--- src/rtl/id_decode_reg.sv ---
// IF/ID pipeline register: holds one fetched instruction behind a valid/ready
// handshake and presents its raw fields plus immediate-extend decode.

package id_decode_pkg;

   typedef enum logic [5:0] {
      OP_RTYPE = 6'b000000,
      OP_J     = 6'b000010,
      OP_JAL   = 6'b000011,
      OP_BEQ   = 6'b000100,
      OP_BNE   = 6'b000101,
      OP_ADDI  = 6'b001000,
      OP_ADDIU = 6'b001001,
      OP_SLTI  = 6'b001010,
      OP_SLTIU = 6'b001011,
      OP_ANDI  = 6'b001100,
      OP_ORI   = 6'b001101,
      OP_XORI  = 6'b001110,
      OP_LUI   = 6'b001111,
      OP_LW    = 6'b100011,
      OP_SW    = 6'b101011
   } opcode_e;

   typedef struct packed {
      logic sext;
      logic imm_use;
      logic illegal;
   } dec_t;

   function automatic dec_t decode_op(input logic [5:0] op);
      dec_t d;
      // NOTE: every field gets a default before the case so no path leaves
      // it unassigned; the same rule keeps always_comb blocks latch-free.
      d = '{sext: 1'b0, imm_use: 1'b0, illegal: 1'b0};
      case (op)
         OP_ADDI, OP_ADDIU, OP_SLTI, OP_SLTIU,
         OP_BEQ,  OP_BNE,   OP_LW,   OP_SW: begin
            d.sext    = 1'b1;
            d.imm_use = 1'b1;
         end
         OP_ANDI, OP_ORI, OP_XORI, OP_LUI: begin
            d.imm_use = 1'b1;
         end
         OP_RTYPE, OP_J, OP_JAL: begin
            d = '{sext: 1'b0, imm_use: 1'b0, illegal: 1'b0};
         end
         default: begin
            d.illegal = 1'b1;
         end
      endcase
      return d;
   endfunction

endpackage

module id_decode_reg
   import id_decode_pkg::*;
#(
   parameter int          AW     = 32,
   parameter logic [AW-1:0] RESETV = '0
) (
   input  logic          clk,
   input  logic          rst_n,
   input  logic [31:0]   instr_in,
   input  logic [AW-1:0] pc_in,
   input  logic          in_valid,
   output logic          in_ready,
   input  logic          flush,
   input  logic          out_ready,
   output logic          out_valid,
   output logic [AW-1:0] pc_out,
   output logic [5:0]    opcode,
   output logic [4:0]    rs,
   output logic [4:0]    rt,
   output logic [4:0]    rd,
   output logic [4:0]    shamt,
   output logic [5:0]    funct,
   output logic [15:0]   imm16,
   output logic          sext,
   output logic          imm_use,
   output logic          illegal
);

   logic [31:0]   instr_q;
   logic [AW-1:0] pc_q;
   logic          valid_q;
   logic          load;
   logic          drain;
   dec_t          dec;

   // Ready whenever the slot is empty or is being emptied this cycle.
   assign in_ready = !valid_q | out_ready;
   assign load     = in_valid & in_ready & !flush;
   assign drain    = valid_q & out_ready;

   // NOTE: sequential state uses non-blocking assignments so every register
   // samples pre-edge values regardless of block ordering.
   always_ff @(posedge clk or negedge rst_n) begin
      if (!rst_n) begin
         valid_q <= 1'b0;
      end else if (flush) begin
         valid_q <= 1'b0;
      end else if (load) begin
         valid_q <= 1'b1;
      end else if (drain) begin
         valid_q <= 1'b0;
      end
   end

   // NOTE: the payload is reset too, because the field outputs must read as
   // zero (and pc_out as RESETV) straight out of reset, not as X.
   always_ff @(posedge clk or negedge rst_n) begin
      if (!rst_n) begin
         instr_q <= '0;
         pc_q    <= RESETV;
      end else if (load) begin
         instr_q <= instr_in;
         pc_q    <= pc_in;
      end
   end

   // Decode follows the held word, so it only changes when a load happens.
   always_comb begin
      dec = decode_op(instr_q[31:26]);
   end

   assign out_valid = valid_q;
   assign pc_out    = pc_q;
   assign opcode    = instr_q[31:26];
   assign rs        = instr_q[25:21];
   assign rt        = instr_q[20:16];
   assign rd        = instr_q[15:11];
   assign shamt     = instr_q[10:6];
   assign funct     = instr_q[5:0];
   assign imm16     = instr_q[15:0];
   assign sext      = dec.sext;
   assign imm_use   = dec.imm_use;
   assign illegal   = dec.illegal;

endmodule

--- config.mk ---
export PLATFORM = sky130hd
export DESIGN_NAME = id_decode_reg
export DESIGN_NICKNAME = d
export VERILOG_FILES = /design/src/rtl/id_decode_reg.sv
export SDC_FILE = /design/constraint.sdc
export NUM_CORES = 1
export LEC_CHECK = 0
export ABC_AREA = 0
export BUFFER_PORTS_ARGS = -buffer_cell sky130_fd_sc_hd__buf_2
export CAP_MARGIN = 15
export CORE_ASPECT_RATIO = 1.75
export CORE_MARGIN = 3
export CORE_UTILIZATION = 35
export CTS_BUF_LIST = sky130_fd_sc_hd__clkbuf_2 sky130_fd_sc_hd__clkbuf_4 sky130_fd_sc_hd__clkbuf_8
export DETAILED_ROUTE_END_ITERATION = 8
export HOLD_SLACK_MARGIN = 0.06
export PLACE_DENSITY = 0.67
export SYNTH_ARGS = -nofsm -noshare
export SYNTH_HDL_FRONTEND = slang
export SYNTH_SLANG_ARGS = --single-unit
--- constraint.sdc ---
create_clock -name clk -period 1.5 [get_ports clk]
set_clock_uncertainty 0.05 [all_clocks]
set_input_delay 0.3 -clock clk [delete_from_list [all_inputs] [get_ports clk]]
set_output_delay 0.3 -clock clk [all_outputs]
set_load 0.05 [all_outputs]
; Word level (Yosys, flattened, before mapping)
; Index checks and enable logic that the tools add are counted.
[classes]
muxes = 6
n_bitwise = 4
eq_ne = 14
n_reduce_logical = 7
[ops]
columns = cell, n
row1 = 6-bit by 4-bit equality test with 1-bit output (second input constant), 8
row2 = 15-bit OR reduction, 1
row3 = 6-bit by 2-bit equality test with 1-bit output (second input constant), 2
row4 = 6-bit by 3-bit equality test with 1-bit output (second input constant), 2
row5 = 6-bit equality test (second input constant), 2
row6 = 12-bit OR reduction, 1
row7 = 8-bit OR reduction, 1
row8 = 6-bit zero test, 1
row9 = 1-bit two-way mux, 6
row10 = 1-bit bitwise AND, 3
row11 = 3-bit nonzero test, 1
row12 = 1-bit zero test, 2
row13 = 1-bit OR, 1
[word_totals]
register_bits = 65
in_bits = 69
output_inout_bits = 85

; Logic depth before layout (Yosys ltp)
; Gate-level depths: netlist (run 1).
[depth]
ltp_word = 6
depth_mapped = 5
ltp_nobuf = 3

; Worst setup path after synthesis (run 1)
; OpenSTA, ideal clock, no wires.
[synth_path]
path_kind = register -> output
from = register instr_q[27]
to = output port sext
t_arrival_ns = 2.013
stages_incl_launch_ff = 4
setup_slack_ns = -0.863
cell_sequence = dfrtp_1 > nand2b_1 > or3_1 > a31oi_1
[synth_between]
elab_chain_len = 3
[synth_rtl]
columns = element, line_no
row1 = start: declaration, 84  ; logic [31:0] instr_q;
row2 = start signal: assignment, 117  ; instr_q <= instr_in;
row3 = 6-bit by 4-bit equality test with 1-bit output (tied with other cells), 35  ; case (op)
row4 = 8-bit OR reduction *, n/a
row5 = 1-bit two-way mux *, 35
row6 = end: declaration, 79  ; output logic sext,
; Mark *: on every way between the ends. The rest lies on a longest branch, timed or not.

; Final worst setup path (run 1)
; Same ends and word-level chain as after synthesis.

==> results of run 1 <==
-- cell usage after synthesis --
cell type	number	area (µm²)
a21o_1	3	22.5
a21oi_1	1	5.00
a31oi_1	1	6.26
buf_12	6	120
buf_4	16	120
buf_6	1	11.3
dfrtp_1	65	1630
inv_1	2	7.51
mux2_2	4	45.0
mux2_4	60	901
nand2_1	1	3.75
nand2b_1	1	6.26
nand4b_1	1	8.76
nor2_1	2	7.51
nor2b_4	1	13.8
nor3b_2	1	12.5
or2_2	1	6.26
or3_1	2	12.5
-- state kept, by name (all words and copies together) (netlist names) --
signal     count
out_valid      1
pc_out        32
instr_q       32
-- final cells by class --
class / instances / area share [%]
flip-flops and latches: 65 / 38.6
repair buffers: 180 / 27.7
multi-input cells: 79 / 26.6
clock buffers: 11 / 3.57
well taps: 90 / 2.66
clock inverters: 5 / 0.709
inverters: 2 / 0.177
-- power groups by stage --
| stage | logic, W | registers, W | clock network [W] |
|---|---|---|---|
| after floorplan | 0.00107 | 0.00334 | 0 |
| after global placement | 0.00268 | 0.00227 | 0 |
| after detailed placement | 0.00270 | 0.00228 | 0 |
| after CTS | 0.00282 | 0.00226 | 0.00141 |
| after global routing | 0.00290 | 0.00230 | 0.00147 |
| final | 0.00279 | 0.00225 | 0.00135 |
-- critical path, cell delays in order, from the launching register on --
cell,delay [ns]
dfrtp_2,0.40
nand2b_4,0.14
or3_4,0.34
a31oi_4,0.18
buf_8,0.16
-- worst paths after layout --
| check | from | endpoint | slack [ns] |
|---|---|---|---|
| min reg2reg | pc_out[14] | pc_out[14] | 0.46 |
| max in group asynchronous | rst_n | instr_q[26] | 0.63 |
| min in group asynchronous | rst_n | instr_q[10] | 0.45 |
| max | instr_q[27] | sext | -0.41 |
| max reg2reg | out_valid | pc_out[25] | -0.16 |
| min | flush | out_valid | 0.11 |
-- kinds of logic (layout without fill, tap and decap cells) --
kind of cell / Yosys count / in the layout
AOI/OAI and AO/OA: 5 / 5
and+or+nand+nor: 10 / 10
buffers and inverters: 25 / 198
muxes: 64 / 64
DFF: 65 / 65
-- per-layer routing --
layer | share of wire [%] | global-route usage, % | vias to the layer above
li1 | - | - | 900
met1 | 36 | 15.8 | 962
met2 | 57 | 26.6 | 75
met3 | 4.7 | 2.68 | 9
met4 | 2.0 | 7.42 | 0
met5 | 0 | 0 | -
-- per-stage QoR --
| step | utilization, % | total power [W] | cells | instance area, µm² | hold WS, ns |
|---|---|---|---|---|---|
| detailed placement | 47.3 | 0.00498 | 408 | 3820 | 0.294 |
| global placement | 47.3 | 0.00495 | 408 | 3820 | 0.286 |
| CTS | 53.1 | 0.00649 | 435 | 4290 | 0.0867 |
| finish | 52.5 | 0.00639 | 432 | 4240 | 0.115 |
| floorplan | - | 0.00441 | 169 | 3010 | -0.0456 |
| global route | 52.5 | 0.00667 | 432 | 4240 | 0.106 |
-- what timing repair did --
item,4_1_cts,5_1_grt
pin swaps,2,1
setup buffers,7,1
hold buffers,1,0
endpoints found under the setup margin,70,70
gates cloned,3,0
gates resized for setup,29,6
hold endpoints to repair,65,0
==> results_dict.tcl, run 1 <==
set metrics [dict create \
    max_slew_margin_pct 76.8 \
    data_required_time_at_the_worst_endpoint_ns 1.15 \
    synth.mux.area_fraction_pct 32.2 \
    insertedDiodeCount 0 \
    cell_count_after_synthesis 169 \
    num-fill-cells 687 \
    seq_power_share_pct 35.3 \
    combinational_power_share_pct 43.6 \
    grt.total_usage_pct 14.8 \
    worst-path-max-fanout 2 \
    setup_violations 66 \
    reported_max_cap_violation_count 0 \
    hpwlAfterDp_um 4880 \
    synth_top_family_by_area "multiplexers" \
    synth_nets 238 \
    maximum_number_of_pins_on_one_net_before_global_route_repair 66 \
    cts_tree "yes" \
    number_of_nets_still_failing_antenna_checks_after_routing 0 \
    first_global_vias 2094 \
    clock_latency_ns 0.33 \
    detailroute.via_count 1946 \
    hold_viol 0 \
    worst-endpoint-arrival_ns 1.56 \
    cts.htree.levels 3 \
    synth-seq-cells 65 \
    clock-sinks 65 \
    final_layout_size_suffix_gt1_share_pct 80.7 \
    report.final.slew_viol_count 0 \
    timing.reg2reg.worst_path_depth 6 \
    post_synthesis_instance_area_um2 2940 \
    total_area_of_multi_input_combinational_cells_um2 1130 \
    yosysWarnings 0 \
    preCtsSetupSlack_ns -0.149 \
    globalplace.congestion 0.768 \
    grt.overflow.total 0 \
    timing.critical_path.to_type "output port" \
    critPathLaunchType "register" \
    worst_slew_pin_slew_ns 0.348 \
    drc_errors 0 \
    outcome "finished, violations left" \
    core_area_um2 8070 \
    die_h_um 127 \
    most_used_cells_in_the_layout_excluding_fill_and_tap_cells "buf_2 (147), mux2_4 (64), dfrtp_1 (58)" \
    synth_area_per_cell_um2 17.4 \
    path_class "reg2out" \
    core.rowCount 43 \
    cellLeakagePower_nw 2.19 \
    postLayoutSetupSlackWorst_ns -0.409 \
    grt_setup_unrepaired "yes" \
    failed_checks "setup timing" \
    post_synth_fa_ha_maj_area_fraction_pct 0 \
    peakVddDrop_uv 640 \
    chipWidth_um 75.2 \
    count_of_cell_types_in_the_netlist 18 \
    grt_pass1_wl_um 10500 \
    synthXorXnorAreaFrac_pct 0 \
    design.portCount 154 \
    floorplan.die_area_um2 9570 \
    floorplan.initialDensity_pct 36.4 \
    buffer_ports.inserted 153 \
    cts.root.buffer_cell "clkbuf_8" \
    drt_pass1_iterations 3 \
    fin_crit_sh_pct 127 \
    power.internal_w 0.00368 \
    holdPathStages 2 \
    p_sw_w 0.00270 \
    yosys.area_share.simple_pct 2.43 \
    postRouteWirelength_um 6870 \
    clk_transition_reported_paths_ns 0.07 \
    sw_frac_of_total_pct 42.3 \
    synth_seq_area_share_pct 55.4 \
    fin_nets 406 \
    flow.area_growth_from_synthesis_pct 44.3 \
    ctsLongestPathBuffers 2 \
    drt_iter0_drc 46 \
    power_density_over_the_cells_nw_per_um2 1510 \
    fmax_mhz 524 \
    route.detailed.wl_per_inst_um 15.9 \
    seqCellArea_um2 1640 \
    layout_commonest_cell "buf_2" \
    viasPerCell 4.50 \
    cts_buffers 9 \
    fin_crit_ns 1.91 \
    hold_path.class "in2reg" \
    grt_antenna_before_repair 0 \
    synth_compound_area_share_pct 1.15 \
    setup-tns-final_ns -5.50 \
    power.clock.fraction_pct 21.1 \
]
Power figures use the tool's default switching activity.
==> inputs of run 2 (changes only) <==
--- a/config.mk
+++ b/config.mk
@@ -6,15 +6,14 @@
 export NUM_CORES = 1
 export LEC_CHECK = 0
 export ABC_AREA = 0
-export BUFFER_PORTS_ARGS = -buffer_cell sky130_fd_sc_hd__buf_2
 export CAP_MARGIN = 15
 export CORE_ASPECT_RATIO = 1.75
 export CORE_MARGIN = 3
 export CORE_UTILIZATION = 35
 export CTS_BUF_LIST = sky130_fd_sc_hd__clkbuf_2 sky130_fd_sc_hd__clkbuf_4 sky130_fd_sc_hd__clkbuf_8
 export DETAILED_ROUTE_END_ITERATION = 8
+export DONT_BUFFER_PORTS = 1
 export HOLD_SLACK_MARGIN = 0.06
-export PLACE_DENSITY = 0.67
 export SYNTH_ARGS = -nofsm -noshare
 export SYNTH_HDL_FRONTEND = slang
 export SYNTH_SLANG_ARGS = --single-unit
==> run 2 against run 1 <==
  * The run ends with hold timing, setup timing left
  * Sequential share of layout area shrank 3.2 points
  * Non-clock buffer count shrank 61
  * Utilization grew 4.7 points
  * Die area is the same
  * Hold slack lost 0.51 ns
  * Critical path depth is the same
  * Register-to-register slack lost 0.07 ns
  * Combinational power shrank 23%
  * Critical endpoint unchanged
  * Largest power group is now registers
==> results_dict.tcl, run 2 (same netlist as run 1, synthesis figures left out) <==
set metrics [dict create \
    clock_latency_ns 0.33 \
    maximum_number_of_pins_on_one_net_before_global_route_repair 66 \
    buffer_ports.inserted 0 \
    failed_checks "hold timing, setup timing" \
    core.rowCount 43 \
    cts_hold_buffers 65 \
    use_met3_pct 3.78 \
    hold_viol 65 \
    grt.total_usage_pct 17.1 \
    layout_commonest_cell "dlygate4sd3_1" \
    hold_path.class "in2async" \
    globalplace.congestion 0.744 \
    peakVddDrop_uv 696 \
    die_h_um 127 \
    cts_tree "yes" \
    outcome "finished, violations left" \
    seq_power_share_pct 46.4 \
    p_total_w 0.00651 \
    post_route_core_utilization_pct 57.1 \
    setup-tns-final_ns -13.01 \
    fin_nets 345 \
    preCtsSetupSlack_ns -0.115 \
    reported_max_cap_violation_count 0 \
    power.clock.fraction_pct 20.7 \
    cellLeakagePower_nw 2.10 \
    power_density_over_the_cells_nw_per_um2 1410 \
    fin_crit_sh_pct 127 \
    flow.area_growth_from_synthesis_pct 57.1 \
    num-fill-cells 582 \
    postRouteWirelength_um 7700 \
    cts.root.buffer_cell "clkbuf_8" \
    grt.overflow.total 0 \
    insertedDiodeCount 0 \
    met1_usage_pct 17.4 \
    power.internal_w 0.00384 \
    final_layout_size_suffix_gt1_share_pct 53.4 \
    postLayoutSetupSlackWorst_ns -0.403 \
    first_global_vias 2129 \
    fin_crit_ns 1.90 \
    timing.critical_path.to_type "output port" \
    route.detailed.wl_per_inst_um 20.7 \
    most_used_cells_in_the_layout_excluding_fill_and_tap_cells "dlygate4sd3_1 (65), mux2_4 (64), dfrtp_1 (59)" \
    p_sw_w 0.00267 \
    clock-sinks 65 \
    chipWidth_um 75.2 \
    floorplan.initialDensity_pct 36.4 \
    top_usage_layer "met2" \
    floorplan.die_area_um2 9570 \
    combinational_power_share_pct 33.0 \
    fmax_mhz 526 \
    fin_cells 371 \
    worst_hold_slack_ns -0.396 \
    critPathLaunchType "register" \
    worst-endpoint-arrival_ns 1.55 \
    drc_errors 0 \
    core_area_um2 8070 \
    max_slew_margin_pct 65.2 \
    design.portCount 154 \
    ctsLongestPathBuffers 2 \
    drt_iter0_drc 51 \
    grt_antenna_before_repair 0 \
    grt_setup_unrepaired "yes" \
    viasPerCell 4.84 \
    cts.htree.levels 3 \
    grt_util_met2_pct 30.5 \
    clk_transition_reported_paths_ns 0.07 \
    path_class "reg2out" \
    hpwlAfterDp_um 4490 \
    data_required_time_at_the_worst_endpoint_ns 1.15 \
    setup_violations 68 \
    drt_pass1_iterations 3 \
    number_of_nets_still_failing_antenna_checks_after_routing 0 \
    cts_buffers 9 \
    sw_frac_of_total_pct 41.0 \
    grt_pass1_wl_um 11800 \
    worst_slew_pin_slew_ns 0.522 \
    detailroute.via_count 1795 \
    report.final.slew_viol_count 0 \
    place_inst 269 \
    worst-path-max-fanout 2 \
]
## run 2: per-layer routing
metal | share of wire (%) | wire length (µm)
met1 | 33 | 2520
met3 | 6.1 | 468
met5 | 0 | 0
met4 | 4.3 | 330
met2 | 57 | 4380
## run 2: repair_timing
action | in CTS | in global routing
endpoints found under the setup margin | 67 | 69
setup buffers | 18 | 2
hold endpoints to repair | 130 | 65
pin swaps | 1 | 1
cloned | 9 | 0
gates resized for setup | 21 | 11
## run 2: layout make-up
| class | count | area, µm² | area share [%] |
|---|---|---|---|
| Timing Repair Buffer | 119 | 1550 | 33.6 |
| Multi-Input combinational cell | 79 | 1130 | 24.4 |
| Clock buffer | 13 | 166 | 3.61 |
| Tap cell | 90 | 113 | 2.44 |
| Inverter | 2 | 10.0 | 0.217 |
| Clock inverter | 3 | 15.0 | 0.326 |
| Sequential cell | 65 | 1630 | 35.4 |
## run 2: path summary, 6_finish.rpt
path	startpoint	end	slack [ns]	cells past startpoint
min reg2reg	instr_q[29]	instr_q[29]	0.52	1
min	rst_n	instr_q[17]	-0.40	0
max reg2reg	out_valid	pc_out[24]	-0.23	7
max in group asynchronous	rst_n	instr_q[27]	1.67	0
max	instr_q[27]	sext	-0.40	4
min in group clk	in_valid	out_valid	0.07	2
## run 2: stage by stage
stage,hold WS (ns),instance area (µm²)
finish,-0.396,4610
global route,-0.426,4610
CTS,-0.420,4660
detailed placement,-0.0443,3390
global placement,-0.0438,3390
floorplan,-0.0456,3010
## run 2: power by group through the flow
stage               Clock (W)  Sequential [W]  Combinational (W)
floorplan                   0         0.00334            0.00107
global placement            0         0.00304            0.00182
detailed placement          0         0.00305            0.00184
CTS                   0.00140         0.00302            0.00217
global route          0.00147         0.00305            0.00224
finish                0.00134         0.00302            0.00215
## run 2: worst max-delay path, cell delays in order, from the launching register on
cell	delay, ns
dfrtp_2	0.40
nand2b_4	0.14
or3_4	0.34
a31oi_4	0.19
buf_12	0.15
==> inputs of run 3 (changes only) <==
==> constraint.sdc (replaced) <==
create_clock -name clk -period 2 [get_ports clk]
set_clock_uncertainty 0.05 [all_clocks]
set_input_delay 0.4 -clock clk [delete_from_list [all_inputs] [get_ports clk]]
set_output_delay 0.4 -clock clk [all_outputs]
set_load 0.05 [all_outputs]
==> run 3 against run 2 <==
  * The flow now finishes without violations
  * Setup slack better by 0.41 ns
  * Final cell count is 28% lower
  * Clock-buffer cell count is 2 lower
  * Die area stayed put
  * Flip-flop and latch count stayed put
  * Clock power is 22% lower
  * Critical path depth is 1 lower
  * Utilization is 17 points lower
  * Register-to-register slack better by 0.57 ns
  * Critical path type unchanged
  * Critical endpoint unchanged
  * Largest cell class unchanged
  * Largest power group unchanged
==> results_dict.tcl, run 3 (same netlist as run 1, synthesis figures left out) <==
set metrics [dict create \
    outcome "complete, no violations" \
    clock-sinks 65 \
    floorplan.die_area_um2 9570 \
    cts_buffers 9 \
    reported_max_cap_violation_count 0 \
    clock_latency_ns 0.32 \
    report.final.slew_viol_count 0 \
    die_h_um 127 \
    grt_antenna_before_repair 0 \
    worst_hold_slack_ns 0.152 \
    power.internal_w 0.00254 \
    drt_pass1_iterations 3 \
    p_sw_w 0.00190 \
    timing.reg2reg.worst_path_depth 4 \
    fin_crit_ns 2.00 \
    buffer_ports.inserted 0 \
    route.detailed.wl_per_inst_um 21.8 \
    detailroute.via_count 1372 \
    fmax_mhz 501 \
    fin_crit_sh_pct 99.9 \
    path_class "reg2out" \
    postRouteWirelength_um 5830 \
    maximum_number_of_pins_on_one_net_before_global_route_repair 66 \
    hold_viol 0 \
    viasPerCell 5.12 \
    clk_transition_reported_paths_ns 0.06 \
    seq_power_share_pct 59.2 \
    cts_tree "yes" \
    grt.overflow.total 0 \
    design.portCount 154 \
    fin_nets 243 \
    cts.htree.levels 3 \
    num-fill-cells 734 \
    core.rowCount 43 \
    insertedDiodeCount 0 \
    chipWidth_um 75.2 \
    ctsLongestPathBuffers 2 \
    drt_iter0_drc 45 \
    layout_commonest_cell "dfrtp_1" \
    critPathLaunchType "register" \
    hold_path.class "in2reg" \
    final_layout_size_suffix_gt1_share_pct 59.0 \
    combinational_power_share_pct 17.2 \
    post_route_core_utilization_pct 40.1 \
    peakVddDrop_uv 421 \
    power_density_over_the_cells_nw_per_um2 1370 \
    cellLeakagePower_nw 1.48 \
    worst_slew_pin_slew_ns 0.957 \
    cts.root.buffer_cell "clkbuf_8" \
    ff2ff_setup_slack_ns 0.34 \
    number_of_nets_still_failing_antenna_checks_after_routing 0 \
    timing.critical_path.to_type "output port" \
    globalplace.congestion 0.682 \
    flow.area_growth_from_synthesis_pct 10.2 \
    grt.total_usage_pct 12.3 \
    power.clock.fraction_pct 23.5 \
    worst-path-max-fanout 5 \
    sw_frac_of_total_pct 42.8 \
    grt_pass1_wl_um 8530 \
    holdPathStages 2 \
    max_slew_margin_pct 36.2 \
    most_used_cells_in_the_layout_excluding_fill_and_tap_cells "dfrtp_1 (63), mux2_4 (60), buf_4 (10)" \
    setup_violations 0 \
    worst-endpoint-arrival_ns 1.55 \
    core_area_um2 8070 \
    first_global_vias 1507 \
    floorplan.initialDensity_pct 36.4 \
    grt_setup_unrepaired "yes" \
    hpwlAfterDp_um 4150 \
    data_required_time_at_the_worst_endpoint_ns 1.55 \
    drc_errors 0 \
]
[run 3: changes by cell type in the layout (fill, tap and decap cells not counted), sizes merged]
cell,change
clkbuf,-2
buf,-39
dlygate4sd3,-63
bufinv,+1
[run 3: per-stage QoR]
stage,instance area [µm²],instances,setup TNS (ns),total power [W],setup WS (ns)
3_5_place_dp,2960,249,0,0.00336,0.265
2_1_floorplan,2950,169,-0.154,0.00326,-0.154
6_report,3240,268,0,0.00444,0.00234
5_1_grt,3240,268,-0.144,0.00462,-0.0711
3_3_place_gp,2960,249,0,0.00333,0.312
4_1_cts,3230,268,-0.0716,0.00448,-0.0432
[run 3: metal layers]
layer	wire length, µm	global-route usage (%)	up-vias
met5	0	0	-
met4	142	7.31	0
met3	453	5.04	8
met2	3150	19.9	86
met1	2090	12.8	698
li1	-	-	580
[run 3: power groups by stage]
stage / clock network, W / registers, W / logic (W)
after floorplan: 0 / 0.00249 / 0.000771
after global placement: 0 / 0.00264 / 0.000690
after detailed placement: 0 / 0.00265 / 0.000706
after CTS: 0.00108 / 0.00263 / 0.000765
after global routing: 0.00115 / 0.00267 / 0.000802
final: 0.00104 / 0.00263 / 0.000764
[run 3: repair_timing]
| item | 4_1_cts | 5_1_grt |
|---|---|---|
| buffers inserted | 1 | 0 |
| gates resized for setup | 6 | 2 |
| hold buffers | 3 | 0 |
| pin swaps | 1 | 4 |
| endpoints found under the hold margin | 66 | 0 |
| endpoints found under the setup margin | 2 | 3 |
[run 3: final timing paths]
| path | startpoint | end |
|---|---|---|
| max | instr_q[28] | sext |
| min reg2reg | instr_q[26] | instr_q[26] |
| max reg2reg | out_valid | instr_q[4] |
| min in group asynchronous | rst_n | pc_out[2] |
| max in group asynchronous | rst_n | instr_q[28] |
| min | in_valid | out_valid |
[run 3: critical path: stages, from the launching register on]
cell     delay, ns
dfrtp_2       0.44
or3_4         0.41
a31oi_4       0.21
buf_12        0.16
[run 3: cell type report]
type | count | area [µm²] | area share, %
clock buffers | 11 | 139 | 4.29
flip-flops and latches | 65 | 1630 | 50.3
well taps | 90 | 113 | 3.48
clock inverters | 4 | 45.0 | 1.39
inverters | 2 | 7.51 | 0.232
repair buffers | 17 | 203 | 6.26
multi-input cells | 79 | 1100 | 34.0
